--- src/rtl/dmem_arbiter.sv ---
// Data-memory arbiter: the core load/store path has priority, and a waiting host
// request is forced through after MAX_WAIT cycles at the cost of a one-cycle core stall.
module dmem_arbiter #(
  parameter int ADDR_W   = 32,
  parameter int DATA_W   = 32,
  parameter int MAX_WAIT = 8,
  parameter int WAIT_W   = 4
) (
  input  logic              clk,
  input  logic              rst,
  input  logic              core_req,
  input  logic              core_we,
  input  logic [ADDR_W-1:0] core_addr,
  input  logic [DATA_W-1:0] core_wdata,
  output logic [DATA_W-1:0] core_rdata,
  output logic              core_stall,
  input  logic              host_req,
  input  logic              host_we,
  input  logic [ADDR_W-1:0] host_addr,
  input  logic [DATA_W-1:0] host_wdata,
  output logic              host_gnt,
  output logic              host_rvalid,
  output logic [DATA_W-1:0] host_rdata,
  output logic              mem_we,
  output logic [ADDR_W-1:0] mem_addr,
  output logic [DATA_W-1:0] mem_wdata,
  input  logic [DATA_W-1:0] mem_rdata,
  output logic [1:0]        dbg_state_o,
  output logic [WAIT_W-1:0] dbg_wait_cnt_o
);

  // Host handshake: host_req is raised with stable we/addr/wdata and held until
  // host_gnt; the access happens in the grant cycle. Read data returns one cycle
  // later as a single host_rvalid pulse. A new request may follow directly.

  typedef enum logic [1:0] {
    IDLE  = 2'd0,
    PEND  = 2'd1,
    FORCE = 2'd2
  } state_e;

  localparam logic [WAIT_W-1:0] WAIT_ZERO = '0;
  localparam logic [WAIT_W-1:0] WAIT_ONE  = WAIT_W'(1);
  localparam logic [WAIT_W-1:0] WAIT_LAST = WAIT_W'(MAX_WAIT - 1);

  state_e              state_q, state_d;
  logic [WAIT_W-1:0]   wait_cnt_q, wait_cnt_d;
  logic                host_own;
  logic                host_rvalid_q, host_rvalid_d;
  logic [DATA_W-1:0]   host_rdata_q, host_rdata_d;

  always_ff @(posedge clk or posedge rst) begin
    if (rst) begin
      state_q       <= IDLE;
      wait_cnt_q    <= WAIT_ZERO;
      host_rvalid_q <= 1'b0;
      host_rdata_q  <= '0;
    end else begin
      state_q       <= state_d;
      wait_cnt_q    <= wait_cnt_d;
      host_rvalid_q <= host_rvalid_d;
      host_rdata_q  <= host_rdata_d;
    end
  end

  always_comb begin
    state_d    = state_q;
    wait_cnt_d = wait_cnt_q;
    host_own   = 1'b0;
    case (state_q)
      IDLE: begin
        if (host_req && !core_req) begin
          host_own = 1'b1;
        end else if (host_req && core_req) begin
          state_d    = PEND;
          wait_cnt_d = WAIT_ONE;
        end
      end
      PEND: begin
        // A dropped request abandons the wait rather than granting a stale access.
        if (!host_req) begin
          state_d    = IDLE;
          wait_cnt_d = WAIT_ZERO;
        end else if (!core_req) begin
          host_own   = 1'b1;
          state_d    = IDLE;
          wait_cnt_d = WAIT_ZERO;
        end else if (wait_cnt_q >= WAIT_LAST) begin
          state_d = FORCE;
        end else begin
          wait_cnt_d = wait_cnt_q + WAIT_ONE;
        end
      end
      FORCE: begin
        host_own   = 1'b1;
        state_d    = IDLE;
        wait_cnt_d = WAIT_ZERO;
      end
      default: begin
        state_d    = IDLE;
        wait_cnt_d = WAIT_ZERO;
      end
    endcase
  end

  always_comb begin
    host_rvalid_d = host_own && !host_we;
    host_rdata_d  = host_rdata_q;
    if (host_own && !host_we) begin
      host_rdata_d = mem_rdata;
    end
  end

  always_comb begin
    if (host_own) begin
      mem_we    = host_we;
      mem_addr  = host_addr;
      mem_wdata = host_wdata;
    end else begin
      mem_we    = core_req & core_we;
      mem_addr  = core_addr;
      mem_wdata = core_wdata;
    end
  end

  assign host_gnt       = host_own;
  assign core_stall     = core_req && host_own;
  assign core_rdata     = mem_rdata;
  assign host_rvalid    = host_rvalid_q;
  assign host_rdata     = host_rdata_q;
  assign dbg_state_o    = state_q;
  assign dbg_wait_cnt_o = wait_cnt_q;

endmodule

--- config.mk ---
export PLATFORM = sky130hd
export DESIGN_NAME = dmem_arbiter
export DESIGN_NICKNAME = d
export VERILOG_FILES = /design/src/rtl/dmem_arbiter.sv
export SDC_FILE = /design/constraint.sdc
export NUM_CORES = 1
export LEC_CHECK = 0
export BUFFER_PORTS_ARGS = -buffer_cell sky130_fd_sc_hd__buf_2
export CAP_MARGIN = 20
export CELL_PAD_IN_SITES_DETAIL_PLACEMENT = 1
export CELL_PAD_IN_SITES_GLOBAL_PLACEMENT = 1
export CORE_ASPECT_RATIO = 0.5
export CORE_MARGIN = 8
export CORE_UTILIZATION = 21
export DETAILED_ROUTE_END_ITERATION = 10
export GPL_TIMING_DRIVEN = 0
export PLACE_DENSITY = 0.8
export SLEW_MARGIN = 40
export SYNTH_ARGS = -nofsm -noshare
export SYNTH_HDL_FRONTEND = slang
export SYNTH_SLANG_ARGS = --single-unit
--- constraint.sdc ---
create_clock -name clk -period 1.6 [get_ports clk]
set_input_delay 0.08 -clock clk [delete_from_list [all_inputs] [get_ports clk]]
set_output_delay 0.08 -clock clk [all_outputs]
set_load 0.03 [all_outputs]
==> impl_metrics.toml <==
[outcome]
run_status = "complete, but fails checks"
violations = "setup timing"

[logic_synthesis]
ys_seq_area_frac = 0.351
synth_nets = 381
synth_area_leaders = "dfrtp_1, mux2_2, mux2_4"
synth_ff_type = "dfrtp_1"
synth_edf_count = 0
synthArstFlopShare = 1.00
netlist_area_um2 = 2780
synth_warnings = 0
synth_top_cell_by_area = "dfrtp_1"
synth_seq_cells = 39
syn_area_per_cell_um2 = 13.0
ys_types = 28
yosys.area.top_type_share = 0.351
syn_inst = 214

[global_route]
grt_overflow = 0
grt_pass1_wl_um = 23300
grt_pass1_vias = 3297
antenna_found_initial = 0
grt.total_usage = 0.182
grt_max_degree = 40

[final_layout]
diodes = 0
nets = 704
fin_cells = 708
seq_area_um2 = 981
drive_gt1_frac = 0.881
syn_to_final_growth_pct = 95.6
n_fill_cell = 1440
final_area_um2 = 5440
multi_input_area_um2 = 1600

[placement]
place_area_um2 = 4590
pre_cts_ws_ns = -0.187
dp.cells = 687
dp_hpwl_um = 13700
io_buffers = 303
place.gp.congestion = 0.788

[routing]
vias = 2965
top_layer = "met4"
dr_wl_met3_um = 349
drc = 0
routed_via_density = 4.19
wl_per_cell_um = 23.6
antenna_left = 0
drtPass1Iterations = 4
routed_wl_um = 16700
wl_met2_um = 10100
drt_iter0_drc = 97
wl_met1_um = 5880

[die]
start_util = 0.217
core-area_um2 = 12800
fp.dieW_um = 179
die_area_um2 = 17400
fp.dieH_um = 97.4
num_rows = 29
ios = 304

[sta]
fin_crit_sh = 1.21
finalSetupTns_ns = -20.42
finalClockSkew_ns = 0.00254
setup_viol = 92
period_needed_ns = 1.93
finalWorstSetupSlack_ns = -0.332
holdWs_ns = 0.0486
hold_viol = 0
max_slew.worst_pin.slew_ns = 0.510
fmax_ghz = 0.518
finalMaxSlewViolations = 0
slew_headroom = 0.660
rsz0062_at_grt = "yes"

[power]
power_density_nw_per_um2 = 882
peakVddDrop_mv = 0.446
p_leak_nw = 3.01

[critical_path]
crit_buf_inv = 3
cp_common_cell = "buf_12"
arrival_ns = 1.85
path_max_fanout = 10
crit_family = "buffers and inverters"
cp-end-kind = "primary output"
crit_chain = "nand2b_4 -> o21a_4 -> buf_12 -> buf_12 -> mux2_4 -> buf_6"
required_ns = 1.52
cp-start-kind = "flip-flop"
slowest_stage = "dfrtp_2"
path_class = "flip-flop to primary output"
slowest_delay_ns = 0.43

[worst_hold_path]
worstHoldPathType = "input pin to flip-flop"

[run]
maxCapViolCount = 0

[clocking]
insertion_delay_ns = 0.28
cts.sinks = 39
numCtsBuffers = 5
clk_path_buf_depth = 2
clk_pin_slew_ns = 0.06
cts_tree = "done"
htreeDepth = 2
clockRootBuffer = "clkbuf_16"
## state kept, by name, summed over array words and instances (netlist names)
register,count
host_rvalid,1
dbg_state_o,2
dbg_wait_cnt_o,4
host_rdata,32
## where the power goes
group          internal [mW]  total [mW]  switching [mW]
clock                  0.893        1.31           0.413
sequential              1.15        1.25          0.0978
combinational          0.993        2.24            1.25
total                   3.04        4.80            1.76
## cell type report
type                            instances  share of cell area
Buffer                                 41              0.0708
Clock buffer                            5              0.0230
Clock inverter                          3              0.0124
Inverter                                4             0.00368
Multi-Input combinational cell        128               0.295
Sequential cell                        39               0.180
Tap cell                              170              0.0391
Timing Repair Buffer                  318               0.376
## metrics by stage
step,util,power (mW)
6_report,0.425,4.80
5_1_grt,0.425,5.00
4_1_cts,0.414,4.78
3_5_place_dp,0.358,3.22
3_3_place_gp,0.358,3.17
2_1_floorplan,-,2.49
## final timing paths
kind,startpoint,endpoint,slack [ns],cells past startpoint
max,dbg_state_o[1]$_DFFE_PP0P_,mem_wdata[1],-0.33,6
min,mem_rdata[2],host_rdata[2]$_DFFE_PP0P_,0.05,2
max reg2reg,dbg_state_o[1]$_DFFE_PP0P_,host_rdata[23]$_DFFE_PP0P_,-0.13,7
min reg2reg,host_rdata[8]$_DFFE_PP0P_,host_rdata[8]$_DFFE_PP0P_,0.50,1
max in group asynchronous,rst,dbg_wait_cnt_o[0]$_DFFE_PP0P_,0.81,3
min in group asynchronous,rst,host_rdata[1]$_DFFE_PP0P_,0.41,3
## per-layer routing
metal  global-route usage  vias to the layer above
met5                    0                        -
met4               0.0442                        0
met3               0.0268                       25
met2                0.375                       49
met1                0.186                     1514
li1                     -                     1377
## cells in the final DEF, fill, tap and decap left out
cell type / instances
a211oi_1: 2
a21boi_0: 1
a21o_1: 1
a21oi_1: 3
a21oi_4: 1
a221o_1: 1
and2_1: 1
and3_1: 3
and4b_1: 1
buf_12: 7
buf_16: 2
buf_2: 257
buf_4: 38
buf_6: 47
buf_8: 5
bufinv_16: 2
clkbuf_16: 7
clkinvlp_4: 1
dfrtp_1: 35
dfrtp_2: 4
dlygate4sd3_1: 1
ha_1: 1
inv_1: 2
inv_4: 2
mux2_2: 23
mux2_4: 73
nand2_1: 3
nand2b_4: 2
nand3_1: 2
nor2_1: 2
nor2b_1: 1
o21a_1: 1
o21a_4: 1
o21ai_0: 2
o22ai_4: 1
or2_2: 1
or4_1: 1
## cell families after synthesis
family          Yosys count  share of synthesized area
buf+inv                  47                      0.129
flops                    39                      0.351
fa+ha+maj                 1                    0.00450
compound gates           14                     0.0382
simple gates             17                     0.0373
mux                      96                      0.440
## cells in the mapped netlist (all sizes together), types with 2 or more instances
cell,n
a211oi,2
a21oi,4
and3,3
buf,43
dfrtp,39
inv,4
mux2,96
nand2,3
nand2b,2
nand3,2
nor2,2
o21a,2
o21ai,2
## repair_timing
item                                   in CTS  in global routing
hold buffers                                1                  0
gates cloned                                2                  2
endpoints found under the hold margin      39                  0
pin swaps                                   1                  2
setup buffers                               8                  4
setup endpoints to repair                  94                 99
gates resized for setup                   125                 21
Note: power is estimated with default switching activity, not from simulation.
